==> src/rtl/updown_counter_mod_pkg.sv <==
// Shared encodings for the parametrised up/down counter family.
package updown_pkg;

  localparam logic CNT_UP = 1'b0;
  localparam logic CNT_DN = 1'b1;

  localparam int POL_WRAP = 0;
  localparam int POL_SAT  = 1;

endpackage

==> src/rtl/updown_counter_mod_next.sv <==
// Combinational next-count and boundary-event logic; priority clr > load > en.
module updown_next
  import updown_pkg::*;
#(
  parameter int              WIDTH    = 8,
  parameter logic [WIDTH-1:0] MAX_VAL = {WIDTH{1'b1}},
  parameter int              SATURATE = POL_WRAP
) (
  input  logic [WIDTH-1:0] count,
  input  logic             mode,
  input  logic             en,
  input  logic             clr,
  input  logic             load,
  input  logic [WIDTH-1:0] load_val,
  output logic [WIDTH-1:0] count_nxt,
  output logic             wrap_evt,
  output logic             sat_evt
);

  // One extra bit keeps the clamp compare meaningful when MAX_VAL is all ones.
  logic load_over;
  assign load_over = {1'b0, load_val} > {1'b0, MAX_VAL};

  always_comb begin
    count_nxt = count;
    wrap_evt  = 1'b0;
    sat_evt   = 1'b0;
    if (clr) begin
      count_nxt = '0;
    end else if (load) begin
      count_nxt = load_over ? MAX_VAL : load_val;
    end else if (en) begin
      if (mode == CNT_UP) begin
        if (count != MAX_VAL) begin
          count_nxt = count + WIDTH'(1);
        end else if (SATURATE == POL_WRAP) begin
          count_nxt = '0;
          wrap_evt  = 1'b1;
        end else begin
          sat_evt = 1'b1;
        end
      end else begin
        if (count != '0) begin
          count_nxt = count - WIDTH'(1);
        end else if (SATURATE == POL_WRAP) begin
          count_nxt = MAX_VAL;
          wrap_evt  = 1'b1;
        end else begin
          sat_evt = 1'b1;
        end
      end
    end
  end

endmodule

==> src/rtl/updown_counter_mod.sv <==
// Parametrised up/down counter: programmable modulus, wrap or saturate policy,
// clear/load/enable, and registered boundary flags and event pulses.
module updown_counter_mod
  import updown_pkg::*;
#(
  parameter int               WIDTH    = 8,
  parameter logic [WIDTH-1:0] MAX_VAL  = {WIDTH{1'b1}},
  parameter logic [WIDTH-1:0] RST_VAL  = '0,
  parameter int               SATURATE = POL_WRAP
) (
  input  logic             clk,
  input  logic             rst,
  input  logic             en,
  input  logic             mode,
  input  logic             clr,
  input  logic             load,
  input  logic [WIDTH-1:0] load_val,
  output logic [WIDTH-1:0] count,
  output logic             at_max,
  output logic             at_min,
  output logic             wrap,
  output logic             sat
);

  logic [WIDTH-1:0] count_nxt;
  logic             wrap_evt;
  logic             sat_evt;

  updown_next #(
    .WIDTH    (WIDTH),
    .MAX_VAL  (MAX_VAL),
    .SATURATE (SATURATE)
  ) u_next (
    .count     (count),
    .mode      (mode),
    .en        (en),
    .clr       (clr),
    .load      (load),
    .load_val  (load_val),
    .count_nxt (count_nxt),
    .wrap_evt  (wrap_evt),
    .sat_evt   (sat_evt)
  );

  // Flags are derived from the next count so they stay aligned with count.
  always_ff @(posedge clk or posedge rst) begin
    if (rst) begin
      count  <= RST_VAL;
      at_max <= (RST_VAL == MAX_VAL);
      at_min <= (RST_VAL == '0);
      wrap   <= 1'b0;
      sat    <= 1'b0;
    end else begin
      count  <= count_nxt;
      at_max <= (count_nxt == MAX_VAL);
      at_min <= (count_nxt == '0);
      wrap   <= wrap_evt;
      sat    <= sat_evt;
    end
  end

endmodule

==> config.mk <==
export PLATFORM = sky130hd
export DESIGN_NAME = updown_counter_mod
export DESIGN_NICKNAME = d
export VERILOG_FILES = /design/src/rtl/updown_counter_mod_pkg.sv /design/src/rtl/updown_counter_mod_next.sv /design/src/rtl/updown_counter_mod.sv
export SDC_FILE = /design/constraint.sdc
export NUM_CORES = 1
export LEC_CHECK = 0
export ABC_AREA = 0
export CAP_MARGIN = 20
export CELL_PAD_IN_SITES_DETAIL_PLACEMENT = 1
export CELL_PAD_IN_SITES_GLOBAL_PLACEMENT = 2
export CORE_UTILIZATION = 37
export CTS_BUF_LIST = sky130_fd_sc_hd__clkbuf_16
export CTS_CLUSTER_DIAMETER = 100
export DETAILED_ROUTE_END_ITERATION = 12
export DONT_BUFFER_PORTS = 1
export PLACE_DENSITY = 0.79
export SYNTH_ARGS = -nofsm -noshare
export SYNTH_HDL_FRONTEND = slang
export SYNTH_SLANG_ARGS = --single-unit
==> constraint.sdc <==
create_clock -name clk -period 4.2 [get_ports clk]
set_clock_uncertainty 0.1 [all_clocks]
set_input_delay 0.63 -clock clk [delete_from_list [all_inputs] [get_ports clk]]
set_output_delay 0.63 -clock clk [all_outputs]
set_load 0.005 [all_outputs]
==> impl_metrics.py <==
metrics = {
    "run_status": {
        "status": "complete, no violations",
    },
    "timing": {
        "rsz0062_at_grt": "false",
        "drv_slew": 0,
        "setup_violations": 0,
        "worstMarginPinSlew_ns": 0.509,
        "final.setup.tns_ns": 0,
        "slew_headroom_pct": 65.2,
        "whs_ns": 0.158,
        "fin_crit_sh_pct": 64.5,
        "max_freq_ghz": 0.369,
        "finalHoldViolCount": 0,
        "min_period_ns": 2.71,
    },
    "min_path": {
        "hp-class": "in2async",
    },
    "clock_tree": {
        "post_cts.repair.setup_buffers": 0,
        "cts_buffers": 3,
        "ctsRootBufferMaster": "clkbuf_16",
        "ctsLongestPathBuffers": 2,
        "cts.reportedPaths.clkPinSlew_ns": 0.04,
        "cts_max_level": 1,
        "cts.repair.resized": 0,
        "cts_sinks": 11,
        "clkLatencyLatePin_ns": 0.24,
        "cts_tree": "done",
        "cts_hold_buf": 0,
    },
    "worst_setup_path": {
        "cp_max_fo": 10,
        "reg2reg_from": "count[0]",
        "r2r_end": "at_max",
        "cp_slowest_cell": "or3b_2",
        "path_cells": "inv_1, ha_1, or3b_2, o21ai_1, nor3_1, or3_1, a21oi_1, nor4b_1",
        "rr_worst_depth": 8,
        "critical_path_arrival_ns": 2.74,
        "required_ns": 4.23,
        "criticalPathCategory": "reg2reg",
        "critPathBufInv": 1,
        "r2r_setup_slack_ns": 1.49,
        "cp_top_family": "simple AND/OR/NAND/NOR gates",
        "startpoint_type": "register",
        "critical-path-max-stage-delay_ns": 0.49,
        "end_kind": "register",
    },
    "floorplan": {
        "die_w_microns": 54.9,
        "num_io_pins": 26,
        "rows": 18,
        "dieArea_sq_um": 3020,
        "dieHeight_microns": 54.9,
        "start_util_pct": 40.4,
        "fp.coreArea_sq_um": 2570,
    },
    "detailed_routing": {
        "via_per_inst": 6.22,
        "drc": 0,
        "wirelength_microns": 3000,
        "drtPass1Iterations": 4,
        "antenna_left": 0,
        "wl_per_cell_microns": 19.3,
        "num_vias": 964,
        "drt-initial-drc-count": 33,
    },
    "placed_design": {
        "place_area_sq_um": 1000,
        "routabilityCongestion": 0.754,
        "dp_hpwl_microns": 2160,
        "port_buffers": 0,
    },
    "pwr": {
        "ir_drop_uv": 399,
        "p_leak_nw": 0.436,
        "power-per-cell-area_nw_per_um2": 350,
    },
    "synthesis": {
        "ys_ff_latch": 11,
        "netlist_instances": 135,
        "yosysSeqAreaShare_pct": 26.7,
        "syn_avg_cell_area_sq_um": 7.68,
        "yosysWarnings": 0,
        "synth_enable_flop_cells": 0,
        "yosysUniqueCellTypes": 46,
        "yosys_most_used_dff": "dfrtp_1",
        "syn_nets": 152,
        "async_flop_share_pct": 100,
        "netlist_area_sq_um": 1040,
    },
    "layout": {
        "final_net_count": 143,
        "n_antenna_cell": 0,
        "drive_gt1_share_pct": 8.00,
        "syn_to_final_growth_pct": 4.22,
        "stdcell_area_sq_um": 1080,
    },
    "global_route": {
        "antenna_found_initial": 0,
        "grt_pass1_vias": 947,
        "busiest_layer": "met2",
        "grt_pass1_wl_microns": 4720,
        "met2_usage_pct": 37.1,
        "grt_max_degree": 22,
        "use_met1_pct": 31.5,
        "grt_usage_pct": 23.0,
        "overflow": 0,
        "gr-usage-met3_pct": 4.92,
    },
    "job": {
        "maxCapViolations": 0,
    },
}
-- worst max-delay path by stage --
| stage | startpoint | slack, ns | endpoint | depth (start not counted) |
|---|---|---|---|---|
| 4_1_cts | count[0] | 1.45 | at_max | 8 |
| 3_5_place_dp | count[0] | 1.50 | at_max | 8 |
| 6_report | count[0] | 1.49 | at_max | 8 |
| 5_1_grt | count[0] | 1.26 | at_max | 8 |
| 3_3_place_gp | count[2] | 1.54 | at_min | 5 |
| 2_1_floorplan | count[3] | 1.65 | at_min | 7 |
-- state kept, by name, indices dropped and copies added (netlist names) --
register / cells
wrap: 1
count: 8
at_max: 1
at_min: 1
-- where the power goes --
part / leakage [nW] / switching, mW / internal [mW]
Clock: 0.0423 / 0.0465 / 0.125
Sequential: 0.143 / 0.0191 / 0.114
Combinational: 0.251 / 0.0387 / 0.0348
Total: 0.436 / 0.104 / 0.274
-- worst register-to-register path, cell delays in order (launching register included) --
cell and delay (ns):
dfrtp_1 0.48, inv_1 0.13, ha_1 0.17, or3b_2 0.49, o21ai_1 0.24, nor3_1 0.07
or3_1 0.32, a21oi_1 0.30, nor4b_1 0.30
-- cells by family (layout without fill, tap and decap cells) --
group | after synthesis | in the layout | synth area share (%)
other | 1 | 1 | 0.362
adder cells (fa/ha/maj) | 3 | 3 | 3.62
multiplexers | 2 | 2 | 1.93
AND/OR/NAND/NOR | 55 | 55 | 31.5
buffers and inverters | 23 | 13 | 10.3
flip-flops | 11 | 11 | 26.7
AO/OA/AOI/OAI | 37 | 37 | 23.2
XOR/XNOR | 3 | 3 | 2.53
-- stage by stage --
stage	setup WS (ns)	total power, mW	util, %	cells
3_3_place_gp	1.54	0.206	39.0	151
3_5_place_dp	1.50	0.208	39.0	151
4_1_cts	1.45	0.383	42.1	155
5_1_grt	1.26	0.397	42.1	155
6_report	1.49	0.378	42.1	155
2_1_floorplan	1.65	0.204	-	135
-- layout by cell type (no fill, tap or decap), types with 2 or more instances in the layout --
cell type  synthesis  final
a211oi_1           2      2
a21oi_1           10     10
and3_1             2      2
and4b_1            2      2
clkbuf_16          0      3
dfrtp_1           10     10
ha_1               3      3
inv_1              9     10
mux2i_1            2      2
nand2_1            7      7
nand3_1            6      6
nand4_1            5      5
nor2_1            11     11
nor2b_1            2      2
nor3_1             5      5
nor3b_1            4      4
o21a_1             4      4
o21ai_0            6      6
o21ai_1            2      2
o22ai_1            3      3
or3_1              2      2
or4_4              2      2
xnor2_1            3      3
-- per-layer routing --
metal  wire length (microns)  up-vias
met5                       0        -
met1                    1400      452
met3                     218        2
met2                    1350       39
li1                        -      471
met4                      30        0
-- Yosys cell counts, types with 2 or more instances --
| library cell | instances | area share [%] |
|---|---|---|
| nor3_1 | 5 | 2.4 |
| o21ai_1 | 2 | 0.97 |
| a211oi_1 | 2 | 1.4 |
| nand4_1 | 5 | 3.0 |
| nand3_1 | 6 | 2.9 |
| nand2_1 | 7 | 2.5 |
| o21a_1 | 4 | 2.9 |
| buf_6 | 2 | 2.2 |
| o21ai_0 | 6 | 2.9 |
| and4b_1 | 2 | 1.9 |
| or3_1 | 2 | 1.2 |
| and3_1 | 2 | 1.2 |
| or4_4 | 2 | 2.2 |
| inv_1 | 9 | 3.3 |
| xnor2_1 | 3 | 2.5 |
| nor3b_1 | 4 | 2.9 |
| nor2b_1 | 2 | 1.2 |
| o22ai_1 | 3 | 1.8 |
| ha_1 | 3 | 3.6 |
| mux2i_1 | 2 | 1.9 |
| dfrtp_1 | 10 | 24 |
| clkbuf_1 | 9 | 3.3 |
| nor2_1 | 11 | 4.0 |
| a21oi_1 | 10 | 4.8 |
-- cell type report --
| type | instances | area (sq um) |
|---|---|---|
| Clock buffer | 3 | 75.1 |
| Clock inverter | 1 | 3.75 |
| Inverter | 9 | 33.8 |
| Sequential cell | 11 | 277 |
| Fill cell | 332 | 1490 |
| Multi-Input combinational cell | 101 | 654 |
| Tap cell | 30 | 37.5 |
Note: power is estimated with default switching activity, not from simulation.
